===== src/rtl/alu_ctrl_pkg.sv =====
// Shared widths, opcodes, instruction field positions and FSM encoding for the ALU issue controller.
package alu_ctrl_pkg;
    localparam int DATA_W  = 8;
    localparam int NREGS   = 4;
    localparam int RA_W    = $clog2(NREGS);
    localparam int OP_W    = 3;
    localparam int INSTR_W = 8;

    localparam logic [OP_W-1:0] OP_SLT  = 3'b000;
    localparam logic [OP_W-1:0] OP_OR   = 3'b001;
    localparam logic [OP_W-1:0] OP_SLL  = 3'b010;
    localparam logic [OP_W-1:0] OP_SRL  = 3'b011;
    localparam logic [OP_W-1:0] OP_SUB  = 3'b100;
    localparam logic [OP_W-1:0] OP_BEQ  = 3'b101;
    localparam logic [OP_W-1:0] OP_PASS = 3'b110;
    localparam logic [OP_W-1:0] OP_CMP  = 3'b111;

    // Instruction word layout; bit 0 is reserved.
    localparam int OP_MSB = 7;
    localparam int OP_LSB = 5;
    localparam int RS_MSB = 4;
    localparam int RS_LSB = 3;
    localparam int RT_MSB = 2;
    localparam int RT_LSB = 1;

    typedef enum logic [1:0] {
        S_IDLE   = 2'd0,
        S_ISSUE  = 2'd1,
        S_RETIRE = 2'd2
    } state_e;

    // Compare ops only set flags; their result is not written back.
    function automatic logic is_compare(input logic [OP_W-1:0] op);
        return (op == OP_BEQ) || (op == OP_CMP);
    endfunction
endpackage


===== src/rtl/alu_issue_ctrl_if.sv =====
// Instruction, preload, debug-read and ALU-side signals of the issue controller.
interface alu_issue_ctrl_if;
    import alu_ctrl_pkg::*;

    logic               instr_valid_i;
    logic [INSTR_W-1:0] instr_i;
    logic               instr_ready_o;
    logic               wr_en_i;
    logic [RA_W-1:0]    wr_addr_i;
    logic [DATA_W-1:0]  wr_data_i;
    logic [RA_W-1:0]    rd_addr_i;
    logic [DATA_W-1:0]  rd_data_o;
    logic [DATA_W-1:0]  alu_rs_o;
    logic [DATA_W-1:0]  alu_rt_o;
    logic [OP_W-1:0]    alu_opcode_o;
    logic [DATA_W-1:0]  alu_result_i;
    logic               alu_zero_i;
    logic [DATA_W-1:0]  result_o;
    logic               zero_flag_o;
    logic               done_o;
    logic               busy_o;

    modport master (
        output instr_valid_i, instr_i, wr_en_i, wr_addr_i, wr_data_i, rd_addr_i,
               alu_result_i, alu_zero_i,
        input  instr_ready_o, rd_data_o, alu_rs_o, alu_rt_o, alu_opcode_o,
               result_o, zero_flag_o, done_o, busy_o
    );

    modport slave (
        input  instr_valid_i, instr_i, wr_en_i, wr_addr_i, wr_data_i, rd_addr_i,
               alu_result_i, alu_zero_i,
        output instr_ready_o, rd_data_o, alu_rs_o, alu_rt_o, alu_opcode_o,
               result_o, zero_flag_o, done_o, busy_o
    );
endinterface


===== src/rtl/alu_ctrl_regfile.sv =====
// Small register file: one write port, three combinational read ports (rs, rt, debug).
module alu_ctrl_regfile
    import alu_ctrl_pkg::*;
(
    input  logic              clk,
    input  logic              rst,
    input  logic              we,
    input  logic [RA_W-1:0]   waddr,
    input  logic [DATA_W-1:0] wdata,
    input  logic [RA_W-1:0]   ra_rs,
    input  logic [RA_W-1:0]   ra_rt,
    input  logic [RA_W-1:0]   ra_dbg,
    output logic [DATA_W-1:0] rd_rs,
    output logic [DATA_W-1:0] rd_rt,
    output logic [DATA_W-1:0] rd_dbg
);
    logic [NREGS-1:0][DATA_W-1:0] regs;

    always_ff @(posedge clk or posedge rst) begin
        if (rst)     regs        <= '0;
        else if (we) regs[waddr] <= wdata;
    end

    assign rd_rs  = regs[ra_rs];
    assign rd_rt  = regs[ra_rt];
    assign rd_dbg = regs[ra_dbg];
endmodule


===== src/rtl/alu_issue_ctrl.sv =====
// Issue controller: accepts an instruction, presents operands to the external ALU,
// captures its result one cycle later and writes it back to the destination register.
module alu_issue_ctrl
    import alu_ctrl_pkg::*;
(
    input  logic            clk_i,
    input  logic            rst_i,
    alu_issue_ctrl_if.slave bus
);
    state_e            state;
    logic [DATA_W-1:0] alu_rs_q, alu_rt_q, result_q;
    logic [OP_W-1:0]   alu_opcode_q;
    logic [RA_W-1:0]   dest_q;
    logic              zero_q, done_q;

    logic [OP_W-1:0]   op;
    logic [RA_W-1:0]   rs_a, rt_a;
    logic [DATA_W-1:0] rd_rs, rd_rt;
    logic              accept;
    logic              we;
    logic [RA_W-1:0]   waddr;
    logic [DATA_W-1:0] wdata;
    logic              unused_instr_rsvd;

    assign op                = bus.instr_i[OP_MSB:OP_LSB];
    assign rs_a              = bus.instr_i[RS_MSB:RS_LSB];
    assign rt_a              = bus.instr_i[RT_MSB:RT_LSB];
    assign unused_instr_rsvd = bus.instr_i[0];

    // A preload in IDLE takes the cycle; the instruction waits.
    assign bus.instr_ready_o = (state == S_IDLE) && !bus.wr_en_i;
    assign accept            = bus.instr_valid_i && bus.instr_ready_o;

    // Single write port shared by preload (IDLE only) and writeback (ISSUE).
    always_comb begin
        we    = 1'b0;
        waddr = bus.wr_addr_i;
        wdata = bus.wr_data_i;
        if (state == S_IDLE) begin
            we = bus.wr_en_i;
        end else if (state == S_ISSUE && !is_compare(alu_opcode_q)) begin
            we    = 1'b1;
            waddr = dest_q;
            wdata = bus.alu_result_i;
        end
    end

    alu_ctrl_regfile u_regfile (
        .clk    (clk_i),
        .rst    (rst_i),
        .we     (we),
        .waddr  (waddr),
        .wdata  (wdata),
        .ra_rs  (rs_a),
        .ra_rt  (rt_a),
        .ra_dbg (bus.rd_addr_i),
        .rd_rs  (rd_rs),
        .rd_rt  (rd_rt),
        .rd_dbg (bus.rd_data_o)
    );

    always_ff @(posedge clk_i or posedge rst_i) begin
        if (rst_i) begin
            state        <= S_IDLE;
            alu_rs_q     <= '0;
            alu_rt_q     <= '0;
            alu_opcode_q <= '0;
            dest_q       <= '0;
            result_q     <= '0;
            zero_q       <= 1'b0;
            done_q       <= 1'b0;
        end else begin
            done_q <= 1'b0;
            case (state)
                S_IDLE: begin
                    if (accept) begin
                        alu_rs_q     <= rd_rs;
                        alu_rt_q     <= rd_rt;
                        alu_opcode_q <= op;
                        dest_q       <= rs_a;
                        state        <= S_ISSUE;
                    end
                end
                S_ISSUE: begin
                    result_q <= bus.alu_result_i;
                    zero_q   <= bus.alu_zero_i;
                    done_q   <= 1'b1;
                    state    <= S_RETIRE;
                end
                S_RETIRE: state <= S_IDLE;
                default:  state <= S_IDLE;
            endcase
        end
    end

    assign bus.alu_rs_o     = alu_rs_q;
    assign bus.alu_rt_o     = alu_rt_q;
    assign bus.alu_opcode_o = alu_opcode_q;
    assign bus.result_o     = result_q;
    assign bus.zero_flag_o  = zero_q;
    assign bus.done_o       = done_q;
    assign bus.busy_o       = (state != S_IDLE);
endmodule


===== src/flat_wrapper.sv =====
// flat-port wrapper written by rule: the top's interface ports become plain ports
module alu_issue_ctrl_flat import alu_ctrl_pkg::*;
  (clk_i, rst_i, bus_instr_valid_i, bus_instr_i, bus_wr_en_i, bus_wr_addr_i, bus_wr_data_i, bus_rd_addr_i, bus_alu_result_i, bus_alu_zero_i, bus_instr_ready_o, bus_rd_data_o, bus_alu_rs_o, bus_alu_rt_o, bus_alu_opcode_o, bus_result_o, bus_zero_flag_o, bus_done_o, bus_busy_o);
  alu_issue_ctrl_if bus_i ();
  input  logic clk_i;
  input  logic rst_i;
  input wire logic [$bits(bus_i.instr_valid_i)-1:0] bus_instr_valid_i;
  input wire logic [$bits(bus_i.instr_i)-1:0] bus_instr_i;
  input wire logic [$bits(bus_i.wr_en_i)-1:0] bus_wr_en_i;
  input wire logic [$bits(bus_i.wr_addr_i)-1:0] bus_wr_addr_i;
  input wire logic [$bits(bus_i.wr_data_i)-1:0] bus_wr_data_i;
  input wire logic [$bits(bus_i.rd_addr_i)-1:0] bus_rd_addr_i;
  input wire logic [$bits(bus_i.alu_result_i)-1:0] bus_alu_result_i;
  input wire logic [$bits(bus_i.alu_zero_i)-1:0] bus_alu_zero_i;
  output wire logic [$bits(bus_i.instr_ready_o)-1:0] bus_instr_ready_o;
  output wire logic [$bits(bus_i.rd_data_o)-1:0] bus_rd_data_o;
  output wire logic [$bits(bus_i.alu_rs_o)-1:0] bus_alu_rs_o;
  output wire logic [$bits(bus_i.alu_rt_o)-1:0] bus_alu_rt_o;
  output wire logic [$bits(bus_i.alu_opcode_o)-1:0] bus_alu_opcode_o;
  output wire logic [$bits(bus_i.result_o)-1:0] bus_result_o;
  output wire logic [$bits(bus_i.zero_flag_o)-1:0] bus_zero_flag_o;
  output wire logic [$bits(bus_i.done_o)-1:0] bus_done_o;
  output wire logic [$bits(bus_i.busy_o)-1:0] bus_busy_o;
  assign bus_i.instr_valid_i = bus_instr_valid_i;
  assign bus_i.instr_i = bus_instr_i;
  assign bus_i.wr_en_i = bus_wr_en_i;
  assign bus_i.wr_addr_i = bus_wr_addr_i;
  assign bus_i.wr_data_i = bus_wr_data_i;
  assign bus_i.rd_addr_i = bus_rd_addr_i;
  assign bus_i.alu_result_i = bus_alu_result_i;
  assign bus_i.alu_zero_i = bus_alu_zero_i;
  assign bus_instr_ready_o = bus_i.instr_ready_o;
  assign bus_rd_data_o = bus_i.rd_data_o;
  assign bus_alu_rs_o = bus_i.alu_rs_o;
  assign bus_alu_rt_o = bus_i.alu_rt_o;
  assign bus_alu_opcode_o = bus_i.alu_opcode_o;
  assign bus_result_o = bus_i.result_o;
  assign bus_zero_flag_o = bus_i.zero_flag_o;
  assign bus_done_o = bus_i.done_o;
  assign bus_busy_o = bus_i.busy_o;
  alu_issue_ctrl u_core (.clk_i(clk_i), .rst_i(rst_i), .bus(bus_i));
endmodule

===== config.mk =====
export PLATFORM = sky130hd
export DESIGN_NAME = alu_issue_ctrl_flat
export DESIGN_NICKNAME = d
export VERILOG_FILES = /design/src/rtl/alu_ctrl_pkg.sv /design/src/rtl/alu_issue_ctrl_if.sv /design/src/rtl/alu_ctrl_regfile.sv /design/src/rtl/alu_issue_ctrl.sv /design/src/flat_wrapper.sv
export SDC_FILE = /design/constraint.sdc
export NUM_CORES = 1
export LEC_CHECK = 0
export ABC_CLOCK_PERIOD_IN_PS = 5200
export BUFFER_PORTS_ARGS = -buffer_cell sky130_fd_sc_hd__buf_2
export CAP_MARGIN = 20
export CORE_UTILIZATION = 30
export CTS_CLUSTER_DIAMETER = 100
export DETAILED_ROUTE_END_ITERATION = 7
export GPL_TIMING_DRIVEN = 0
export PLACE_DENSITY = 0.51
export SLEW_MARGIN = 10
export SYNTH_ARGS = -nofsm -noshare
export SYNTH_HDL_FRONTEND = slang
export SYNTH_SLANG_ARGS = --single-unit

===== constraint.sdc =====
create_clock -name clk_i -period 5.2 [get_ports clk_i]
set_input_delay 0.26 -clock clk_i [delete_from_list [all_inputs] [get_ports clk_i]]
set_output_delay 0.26 -clock clk_i [all_outputs]
set_load 0.01 [all_outputs]

# After elaboration in Yosys (flattened, before gate mapping)
# Cells that the tools add are included.
# Widths: inputs -> output; s select.
[op_classes]
mux = 18
n_reduce_logical = 10
n_eq_ne = 4
n_lt_le_gt_ge = 5
[ops]
columns = ["cell", "n"]
rows = [
  ["$bmux 8 s2", 3],
  ["$mux 8", 6],
  ["$bwmux 32", 1],
  ["$demux 8 s2", 1],
  ["$lt 2x3->1 const B", 4],
  ["$eq 3x3->1 const B", 2],
  ["$mux 2", 3],
  ["$logic_and 1x1->1", 4],
  ["$pmux 2 s2", 1],
  ["$mux 1", 3],
  ["$eq 2x1->1 const B", 1],
  ["$ge 2x1->1 const B", 1],
  ["$logic_not 1->1", 2],
  ["$logic_not 2->1", 1],
  ["$ne 2x1->1 const B", 1],
  ["$reduce_and 2->1", 1],
  ["$reduce_bool 2->1", 1],
  ["$logic_or 1x1->1", 1],
]
[totals]
out_inout_bits = 39
register_bits = 65

# Depth between registers and ports, before layout
# Gate-level depths: netlist of the first run.
[logic_depth]
word_depth = 11
mapped_depth = 6
mapped_depth_nobuf = 4

# Hierarchy
# A second synthesis of the first run with hierarchy kept.
[hier_totals]
cells_unflattened = 186
hier_area_um2 = 3255.6
[by_module_without_submodules]
columns = ["mod", "cells_each", "seq_area_each_um2", "area_per_inst_um2", "n_inst"]
rows = [
  ["alu_ctrl_regfile", 99, 800.8, 1786.7, 1],
  ["alu_issue_ctrl", 87, 825.8, 1468.9, 1],
]

# Worst setup path before layout of the first run
# No wires, ideal clock.
[synth_path]
path_kind = "register to register"
start = "register u_core.state[1]"
end = "register u_core.alu_opcode_q[0], in the netlist u_core.bus.alu_opcode_o[0]"
synth_period_minus_slack_ps = 1696
t_arrival_ps = 1572
stages_incl_launch_ff = 6
setup_ps = 125
path_slack_ps = 3504
cell_sequence = "dfrtp_1 nor3_1 and2_1 buf_2 buf_4 mux2_2"
[synth_via]
elab_chain_cells = 4
[synth_lines]
columns = ["item", "line", "rtl"]
rows = [
  ["start, declared", "alu_issue_ctrl.sv:10", "state_e state;"],
  ["start signal, assigned", "alu_issue_ctrl.sv:64", "state <= S_IDLE;"],
  ["start signal, assigned", "alu_issue_ctrl.sv:81", "state <= S_ISSUE;"],
  ["start signal, assigned", "alu_issue_ctrl.sv:88", "state <= S_RETIRE;"],
  ["$logic_not 2->1", "alu_issue_ctrl.sv:31", "assign bus.instr_ready_o = (state == S_IDLE) && !bus.wr_en_i;"],
  ["$logic_and 1x1->1", "alu_issue_ctrl.sv:31", ""],
  ["named net bus_instr_ready_o", "flat_wrapper.sv:15", "output wire logic [$bits(bus_i.instr_ready_o)-1:0] bus_instr_ready_o;"],
  ["$logic_and 1x1->1", "alu_issue_ctrl.sv:32", "assign accept = bus.instr_valid_i && bus.instr_ready_o;"],
  ["$reduce_and 2->1 (no source line)", "-", ""],
  ["end signal, assigned", "alu_issue_ctrl.sv:79", "alu_opcode_q <= op;"],
  ["end, declared", "alu_issue_ctrl.sv:12", "logic [OP_W-1:0] alu_opcode_q;"],
]
# The timed path passes the listed nets, and every way through them passes these cells.
# A chain may end at the register's enable or synchronous reset.

# Final worst setup path of the first run
[layout_path]
start = "register u_core.state[1]"
end = "register u_core.u_regfile.regs[8] in the netlist's numbering"
[layout_via]
elab_chain_cells = 9
elab_cells_between_ends = 15
[layout_lines]
columns = ["item", "line", "rtl"]
rows = [
  ["$eq 2x1->1", "alu_issue_ctrl.sv:41", "end else if (state == S_ISSUE && !is_compare(alu_opcode_q)) begin"],
  ["$logic_and 1x1->1", "alu_issue_ctrl.sv:41", ""],
  ["$mux 2", "alu_issue_ctrl.sv:41", ""],
  ["$mux 2", "alu_issue_ctrl.sv:39", "if (state == S_IDLE) begin"],
  ["$lt 2x3->1 (implied by the code) / $ge 2x1->1 (equally long branches)", "alu_ctrl_regfile.sv:21", "else if (we) regs[waddr] <= wdata;"],
  ["$logic_and 1x1->1 (implied by the code)", "alu_ctrl_regfile.sv:21", ""],
  ["$mux 8 (implied by the code)", "alu_ctrl_regfile.sv:21", ""],
  ["$demux 8 s2", "alu_ctrl_regfile.sv:21", ""],
  ["$bwmux 32", "alu_ctrl_regfile.sv:21", ""],
  ["end signal, assigned by index", "alu_ctrl_regfile.sv:21", ""],
  ["end, declared", "alu_ctrl_regfile.sv:17", "logic [NREGS-1:0][DATA_W-1:0] regs;"],
]
# Parallel ways exist; a longest one is shown, timed or not.

==> results of run 1 <==
[registers in the layout, summed over array words and instances (netlist names)]
register / count
u_core.u_regfile.regs: 32
u_core.bus.alu_rs_o: 8
u_core.bus.alu_rt_o: 8
u_core.bus.result_o: 8
u_core.bus.alu_opcode_o: 3
u_core.dest_q: 2
u_core.state: 2
u_core.bus.done_o: 1
u_core.bus.zero_flag_o: 1
[worst max path at each step]
stage               startpoint                          to  slack (ns)
3_5_place_dp   u_core.state[1]    u_core.u_regfile.regs[8]        3.29
2_1_floorplan            rst_i  u_core.bus.alu_opcode_o[0]        3.31
6_report       u_core.state[1]    u_core.u_regfile.regs[8]        3.25
3_3_place_gp             rst_i  u_core.bus.alu_opcode_o[1]        2.32
4_1_cts        u_core.state[1]   u_core.u_regfile.regs[15]        3.27
5_1_grt        u_core.state[1]   u_core.u_regfile.regs[24]        3.19
[metal layers]
layer | track usage, % | vias to the layer above
met5 | 0 | -
met4 | 5.332 | 0
met3 | 3.743 | 9
met2 | 24.41 | 61
met1 | 19.85 | 1010
li1 | - | 880
[power by group]
group          switching, mW  internal [mW]  total, mW
sequential             0.134          0.692      0.826
clock                  0.212          0.220      0.432
combinational          0.231          0.373      0.604
[metrics by stage]
step           total power [mW]  utilization (%)  std cells  instance area (um2)
2_1_floorplan             1.229                -        189                 3189
6_report                  1.862            37.92        407                 3915
4_1_cts                   1.893            37.92        407                 3915
3_3_place_gp              1.431            35.64        389                 3680
5_1_grt                   1.981            37.92        407                 3915
3_5_place_dp              1.450            35.94        390                 3710
[synth_stat cells, drive strengths merged]
| cell type | instances | area, um2 |
|---|---|---|
| mux2 | 69 | 807.0 |
| dfrtp | 65 | 1627 |
| mux4 | 24 | 540.5 |
| buf | 8 | 50.04 |
| inv | 4 | 15.01 |
| clkbuf | 3 | 11.26 |
| nand2 | 3 | 18.77 |
| nand3 | 2 | 10.01 |
| nor2b | 2 | 20.02 |
| o22ai | 2 | 25.02 |
| and2 | 1 | 6.260 |
| nand3b | 1 | 7.510 |
| nor2 | 1 | 3.750 |
| nor3 | 1 | 5.000 |
| o21ai | 1 | 5.000 |
| o32a | 1 | 10.01 |
| o32ai | 1 | 27.53 |
[timing repair]
item                                   4_1_cts  5_1_grt
hold buffers                                 1        0
endpoints found under the hold margin        8        0
buffers inserted                             0        0
[logic make-up (layout without fill, tap and decap cells)]
kind of cell           after synthesis  after routing
AOI/OAI and AO/OA                    5              5
buffers and inverters               15             97
DFF                                 65             65
muxes                               93             93
and+or+nand+nor                     11             11
[worst max-delay path: cells and delay by family (launching register included)]
kind	cells	cell delay, ns
and+or+nand+nor	2	0.41
muxes	1	0.40
DFF	1	0.44
AOI/OAI and AO/OA	1	0.58
[layout make-up]
class | count | area share, %
clock buffer | 9 | 3.164
inverter | 4 | 0.4474
sequential | 65 | 41.55
multi-input combinational | 109 | 37.97
tap | 136 | 4.346
timing repair buffer | 66 | 9.140
clock inverter | 7 | 1.822
buffer | 11 | 1.566
==> impl_metrics.yaml, run 1 <==
timing:
  setup_slack_ns: 3.253
  fin_crit_ns: 1.947
  hold_viol_final: 0
  setup_tns_ns: 0
  worst_pin_slew_ns: 0.7943
  rsz0062_at_grt: "no"
  hold_ws_ns: 0.1434
  clock_skew_ns: 0.01068
  min_period_over_period_pct: 37.44
  drv_slew: 0
  relSlewSlack_pct: 47.04
  setup_viol: 0
  timing.fmax_mhz: 513.7
hold_path:
  holdPathStages: 2
  hp-class: "in -> reg"
  worstHoldStart: "bus_alu_zero_i"
  whs_endpoint: "u_core.bus.zero_flag_o"
die:
  coreArea_um2: 10320
  die_y_um: 105.1
  ios: 72
  die_w_um: 105.1
  fp-row-count: 37
  die_area_um2: 11050
  start_util_pct: 30.89
synthesis:
  netlist_instances: 189
  synth_area_um2: 3189
  synth.avg_cell_area_um2: 16.87
  synth_compound_area_share_pct: 2.118
  synth_mux_area_share_pct: 42.25
  yosys.cell_types.count: 23
  synth_top_family_by_area: "multiplexers"
  synth_xor_area_share_pct: 0
  ys_seq_area_share_pct: 51.00
  ys_warn_count: 0
  synthAdderAreaFrac_pct: 0
  synthSimpleGateAreaFrac_pct: 2.236
  synth_nets: 222
  ys_ff_latch: 65
global_routing:
  antenna_found_initial: 0
  track_usage_pct: 15.16
  grt_max_degree: 58
  grt_pass1_wl_um: 12070
  overflow: 0
  grt_pass1_vias: 2017
detailed_routing:
  avgViaCountPerCell: 4.816
  met1_length_um: 3588
  top_layer_used: "met4"
  drtAntennaViolNets: 0
  drt-total-wl_um: 7662
  drtIter0Drc: 100
  firstDrtPassIters: 6
  dr_wl_met2_um: 3625
  vias: 1960
  drc_errors: 0
  wl_per_cell_um: 18.83
  met3_length_um: 331
setup_path:
  start_kind: "flip-flop"
  cp.required_ns: 5.43
  cpPeakStageDelay_ns: 0.58
  crit_type: "reg -> reg"
  r2r_start: "u_core.state[1]"
  r2r_cells: 4
  r2r-end: "u_core.u_regfile.regs[8]"
  cp.arrival_ns: 2.17
  path_cells: "nor2_1 > nand3b_1 > o22ai_2 > mux2_2"
  r2r_setup_slack_ns: 3.25
  cp-end-kind: "flip-flop"
  cp_slowest_cell: "o22ai_2"
  path_max_fanout: 8
clock_network:
  cts_root_buffer: "clkbuf_8"
  clock_latency_ns: 0.34
  path_clk_slew_ns: 0.08
  cts.sinks: 65
  htree_levels: 3
  ctsResizeCount: 0
  clk_path_buf_depth: 2
  cts_buffers: 9
  cts_tree: "done"
finish:
  drive_above_1_share_pct: 69.00
  areaGrowthSynthToFinish_pct: 22.75
  mostFrequentLayoutCell: "buf_2"
  multi_input_area_um2: 1486
  fillers: 1016
  final_cell_mix: "buf_2, dfrtp_1, mux2_2"
  diodes: 0
  seq_area_um2: 1627
  nets: 299
run_status:
  outcome: "completed"
flow_run:
  drv_cap: 0
placed_design:
  io_buffer_count: 64
  dp_slack_ns: 3.294
  gp_congestion: 0.7040
  dp_hpwl_um: 5012
pwr:
  p_leak_nw: 1.685
  power_density_nw_per_um2: 475.6
  ir_worst_vdd_mv: 0.1348
No activity file was read; power rests on OpenSTA's default activity.
==> run 2, diff against run 1 <==
- ABC_CLOCK_PERIOD_IN_PS: 5200 -> 1880
- clock period: 5.2 -> 1.88 ns (I/O delays scaled with it)
==> run 2 against run 1 <==
Global-route usage rose by 0.18 points. Flip-flop and latch count did not move. Sequential power rose to 2.8 times the previous value. Cell count rose by 3.7%. Largest power group unchanged. First-iteration DRC count fell by 1.0%. Critical endpoint is now u_core.u_regfile.regs[24]. Critical path type unchanged. Worst setup slack got worse by 3.2 ns. Sequential share of layout area fell by 1.7 points. Clock skew barely moved. Non-clock buffer count rose by 15. Fmax rose by 8.9%. Clock-buffer cell count did not move.
==> impl_metrics.yaml, run 2 (same netlist as run 1, synthesis figures left out) <==
run_status:
  outcome: "completed"
timing:
  setup_viol: 0
  fin_crit_ns: 1.788
  min_period_over_period_pct: 95.13
  clock_skew_ns: 0.01053
  timing.fmax_mhz: 559.2
  relSlewSlack_pct: 48.27
  rsz0062_at_grt: "no"
  drv_slew: 0
  hold_viol_final: 0
  worst_pin_slew_ns: 0.7760
detailed_routing:
  drtAntennaViolNets: 0
  drc_errors: 0
  drtIter0Drc: 99
  vias: 2009
  drt-total-wl_um: 7787
  wl_per_cell_um: 18.45
  avgViaCountPerCell: 4.761
  firstDrtPassIters: 6
flow_run:
  drv_cap: 0
pwr:
  p_leak_nw: 1.754
  ir_worst_vdd_mv: 0.3856
  power.internal_mw: 3.586
  switchingPower_mw: 1.609
  pwr-share-clk_pct: 23.0
  p_sw_share_pct: 30.98
  power_frac_comb_pct: 33.0
  power_density_nw_per_um2: 1272
  power_frac_seq_pct: 44.0
hold_path:
  hp-class: "in -> reg"
die:
  fp-row-count: 37
  ios: 72
  start_util_pct: 30.89
  die_area_um2: 11050
  coreArea_um2: 10320
  die_y_um: 105.1
  die_w_um: 105.1
setup_path:
  crit_type: "reg -> reg"
  cp.arrival_ns: 2.01
  cp.required_ns: 2.10
  path_max_fanout: 8
  cp-end-kind: "flip-flop"
  start_kind: "flip-flop"
global_routing:
  grt_max_degree: 58
  grt_pass1_vias: 2066
  track_usage_pct: 15.34
  overflow: 0
  grt_pass1_wl_um: 12230
  antenna_found_initial: 0
finish:
  areaGrowthSynthToFinish_pct: 28.09
  largest_register: "u_core.u_regfile.regs"
  drive_above_1_share_pct: 66.43
  final_cell_mix: "buf_2, dfrtp_1, mux2_2"
  utilization_pct: 39.57
  diodes: 0
  mostFrequentLayoutCell: "buf_2"
  final_cells: 422
  largest_register_ff_count: 32
  nets: 314
clock_network:
  htree_levels: 3
  path_clk_slew_ns: 0.08
  cts.sinks: 65
  cts_root_buffer: "clkbuf_8"
  clock_latency_ns: 0.34
  clk_path_buf_depth: 2
  cts_tree: "done"
  cts_buffers: 9
placed_design:
  gp_congestion: 0.7040
  dp_hpwl_um: 5012
  io_buffer_count: 64
  post-place-cells: 390
-- run 2: cell count changes in the layout (fill, tap and decap cells not counted), sizes merged --
cell	previous run	this run
dlygate4sd3	1	13
buf	73	76
-- run 2: final cells by class --
class | count | area [um2]
Multi-Input combinational cell | 109 | 1501
Fill cell | 994 | 6238
Inverter | 4 | 17.52
Clock buffer | 9 | 123.9
Timing Repair Buffer | 81 | 513.0
Tap cell | 136 | 170.2
Buffer | 11 | 61.31
Clock inverter | 7 | 71.32
Sequential cell | 65 | 1627
-- run 2: worst max-delay path, stage by stage, from the launching register on --
cell and delay [ns]:
dfrtp_1 0.44, nor2_1 0.20, nand3_1 0.20, o22ai_4 0.44
mux2_2 0.39
-- run 2: final timing paths --
kind,from,to,slack [ns],cells past startpoint
max,u_core.state[1],u_core.u_regfile.regs[24],0.09,4
min,bus_wr_data_i[1],u_core.u_regfile.regs[25],0.17,3
max reg2reg,u_core.state[1],u_core.u_regfile.regs[24],0.09,4
min reg2reg,u_core.bus.result_o[1],u_core.bus.result_o[1],0.50,1
max in group asynchronous,rst_i,u_core.u_regfile.regs[28],1.16,4
min in group asynchronous,rst_i,u_core.bus.done_o,0.19,3
-- run 2: power by group through the flow --
stage                     sequential (mW)  clock, mW  combinational, mW
after floorplan                      2.34          0               1.06
after global placement               2.29          0               1.67
after detailed placement             2.32          0               1.69
after CTS                            2.29       1.25               1.73
after global routing                 2.39       1.30               1.84
final                                2.29       1.19               1.71
-- run 2: routing by layer --
metal | track usage, % | up-vias | wire, um | part of all wire [%]
met1 | 19.91 | 1028 | 3622 | 47
li1 | - | 911 | - | -
met4 | 5.332 | 0 | 116 | 1.5
met2 | 24.98 | 61 | 3726 | 48
met5 | 0 | - | 0 | 0
met3 | 3.743 | 9 | 320 | 4.1
-- run 2: timing repair --
item                       in CTS  in global routing
setup endpoints to repair      17                  1
resized for setup               2                  0
hold endpoints to repair       77                  0
pin swaps                       1                  1
buffers inserted                2                  1
hold buffers                   13                  0
-- run 2: per-stage QoR --
stage	power, mW	hold WS [ns]	setup WS (ns)	TNS [ns]	instance area [um2]
after floorplan	3.400	0.2395	0.1595	0	3189
after global placement	3.958	0.3281	-0.8333	-53.85	3680
after detailed placement	4.011	0.01327	-0.02596	-0.1833	3710
after CTS	5.270	0.1534	0.07403	0	4065
after global routing	5.524	0.1621	0.01071	0	4085
final	5.195	0.1722	0.09159	0	4085
==> run 3, diff against run 2 <==
--- a/config.mk
+++ b/config.mk
@@ -7,6 +7,6 @@
 export LEC_CHECK = 0
-export ABC_CLOCK_PERIOD_IN_PS = 1880
+export ABC_CLOCK_PERIOD_IN_PS = 1500
 export BUFFER_PORTS_ARGS = -buffer_cell sky130_fd_sc_hd__buf_2
 export CAP_MARGIN = 20
-export CORE_UTILIZATION = 30
+export CORE_UTILIZATION = 49
 export CTS_CLUSTER_DIAMETER = 100
@@ -14,3 +14,3 @@
 export GPL_TIMING_DRIVEN = 0
-export PLACE_DENSITY = 0.51
+export PLACE_DENSITY = 0.78
 export SLEW_MARGIN = 10
==> constraint.sdc (replaced) <==
create_clock -name clk_i -period 1.5 [get_ports clk_i]
set_input_delay 0.3 -clock clk_i [delete_from_list [all_inputs] [get_ports clk_i]]
set_output_delay 0.3 -clock clk_i [all_outputs]
set_load 0.01 [all_outputs]
==> run 3 against run 2 <==
Power is 49% higher. Combinational power up 99%. Worst hold slack improved by 0.019 ns. Clock power grew 31%. Core utilization grew 34 points. Critical path depth up 1. Fmax increased by 5.5%. The flow now finishes with violations (setup timing). Die area decreased by 38%. Clock-buffer cell count up 5. Via count rose by 13%.
==> impl_metrics.yaml, run 3 (same netlist as run 1, synthesis figures left out) <==
die:
  die_y_um: 82.68
  ios: 72
  coreArea_um2: 6314
  start_util_pct: 50.52
  die_w_um: 82.68
  fp-row-count: 29
  die_area_um2: 6835
setup_path:
  start_kind: "flip-flop"
  r2r_setup_slack_ns: -0.20
  critPathTopFamily: "simple AND/OR/NAND/NOR gates"
  path_max_fanout: 7
  path_cells: "buf_6 > nor3_4 > and2_4 > clkbuf_16 > mux2_2"
  r2r_cells: 5
  crit_type: "reg -> reg"
  cp_slowest_cell: "dfrtp_2"
  cp.required_ns: 1.73
  r2r-end: "u_core.dest_q[0]"
  cp.arrival_ns: 1.92
  crit_buf_inv: 2
  cpPeakStageDelay_ns: 0.45
  r2r_start: "u_core.state[0]"
  cp-end-kind: "flip-flop"
timing:
  rsz0062_at_grt: "yes"
  hold_ws_ns: 0.1908
  min_period_over_period_pct: 113.1
  clock_skew_ns: 0.005846
  worst_pin_slew_ns: 0.5639
  hold_viol_final: 0
  relSlewSlack_pct: 62.41
  setup_slack_ns: -0.1959
  timing.fmax_mhz: 589.7
  drv_slew: 0
  setup_viol: 71
  fin_crit_ns: 1.696
finish:
  diodes: 0
  drive_above_1_share_pct: 76.54
  mostFrequentLayoutCell: "dfrtp_1"
  areaGrowthSynthToFinish_pct: 45.51
  largest_register: "u_core.u_regfile.regs"
  nets: 352
  final_cell_mix: "dfrtp_1, buf_2, mux2_4"
  fillers: 379
  largest_register_ff_count: 32
  design_area_um2: 4641
clock_network:
  path_clk_slew_ns: 0.07
  htree_levels: 3
  cts_buffers: 9
  clk_path_buf_depth: 2
  clock_latency_ns: 0.34
  cts_root_buffer: "clkbuf_8"
  cts_tree: "done"
  cts.sinks: 65
global_routing:
  antenna_found_initial: 0
  overflow: 0
  grt_pass1_vias: 2288
  grt_max_degree: 38
  grt_pass1_wl_um: 12080
  track_usage_pct: 25.45
detailed_routing:
  wl_per_cell_um: 20.34
  drtIter0Drc: 152
  drt-total-wl_um: 8155
  avgViaCountPerCell: 5.676
  vias: 2276
  drc_errors: 0
  firstDrtPassIters: 4
  drtAntennaViolNets: 0
pwr:
  p_total_mw: 7.757
  p_leak_nw: 2.165
  ir_worst_vdd_mv: 0.9488
  power_density_nw_per_um2: 1671
hold_path:
  hp-class: "in -> reg"
  worstHoldStart: "bus_alu_zero_i"
  holdPathStages: 2
  whs_endpoint: "u_core.bus.zero_flag_o"
placed_design:
  io_buffer_count: 64
  dp_slack_ns: -0.3440
  place_area_um2: 3679
  gp_congestion: 0.7431
  dp_hpwl_um: 4609
run_status:
  violations: "setup timing"
  outcome: "finished with violations"
flow_run:
  drv_cap: 0
[run 3: per-layer routing]
metal	track usage, %	vias up	share of wire [%]
met5	0	-	0
met3	5.714	23	5.6
met4	10.34	0	2.9
met2	40.98	89	49
li1	-	993	-
met1	33.41	1171	42
[run 3: power by group]
| group | internal, mW | switching [mW] | total [mW] |
|---|---|---|---|
| clock | 0.904 | 0.658 | 1.56 |
| combinational | 2.21 | 1.21 | 3.41 |
| sequential | 2.40 | 0.382 | 2.78 |
[run 3: through the flow]
step	instances	TNS (ns)	utilization, %
CTS	389	-8.012	69.56
global placement	330	-9.644	57.63
finish	401	-9.812	73.50
global route	401	-12.68	73.50
floorplan	189	-1.071	-
detailed placement	332	-11.26	58.26
[run 3: final cells by class]
type                            instances  area (um2)  area share, %
Multi-Input combinational cell        109        1689          36.40
Sequential cell                        65        1629          35.10
Timing Repair Buffer                  120       914.6          19.71
Clock buffer                           14       172.7          3.721
Tap cell                               77       96.34          2.076
Buffer                                 10       85.08          1.833
Clock inverter                          2       35.03         0.7549
Inverter                                4       18.77         0.4044
[run 3: worst register-to-register path, delay by kind of cell, from the launching register on]
kind | cells | cell delay, ns
flip-flops | 1 | 0.45
AND/OR/NAND/NOR | 2 | 0.48
multiplexers | 1 | 0.33
buffers and inverters | 2 | 0.32
[run 3: worst max path at each step]
stage	cells after the start	start	to	slack (ns)
final	5	u_core.state[0]	u_core.dest_q[0]	-0.20
after global routing	5	u_core.state[1]	u_core.u_regfile.regs[15]	-0.24
after CTS	2	u_core.u_regfile.regs[5]	bus_rd_data_o[5]	-0.18
after detailed placement	4	u_core.state[1]	u_core.u_regfile.regs[5]	-0.34
after global placement	4	u_core.state[1]	u_core.u_regfile.regs[5]	-0.31
after floorplan	4	u_core.state[1]	u_core.u_regfile.regs[10]	-0.04
[run 3: repair_timing]
item | 4_1_cts | 5_1_grt
gates cloned | 0 | 2
setup buffers | 40 | 11
hold endpoints to repair | 3 | 0
resized for setup | 38 | 33
pin swaps | 5 | 3
hold buffers | 1 | 0
endpoints found under the setup margin | 58 | 71
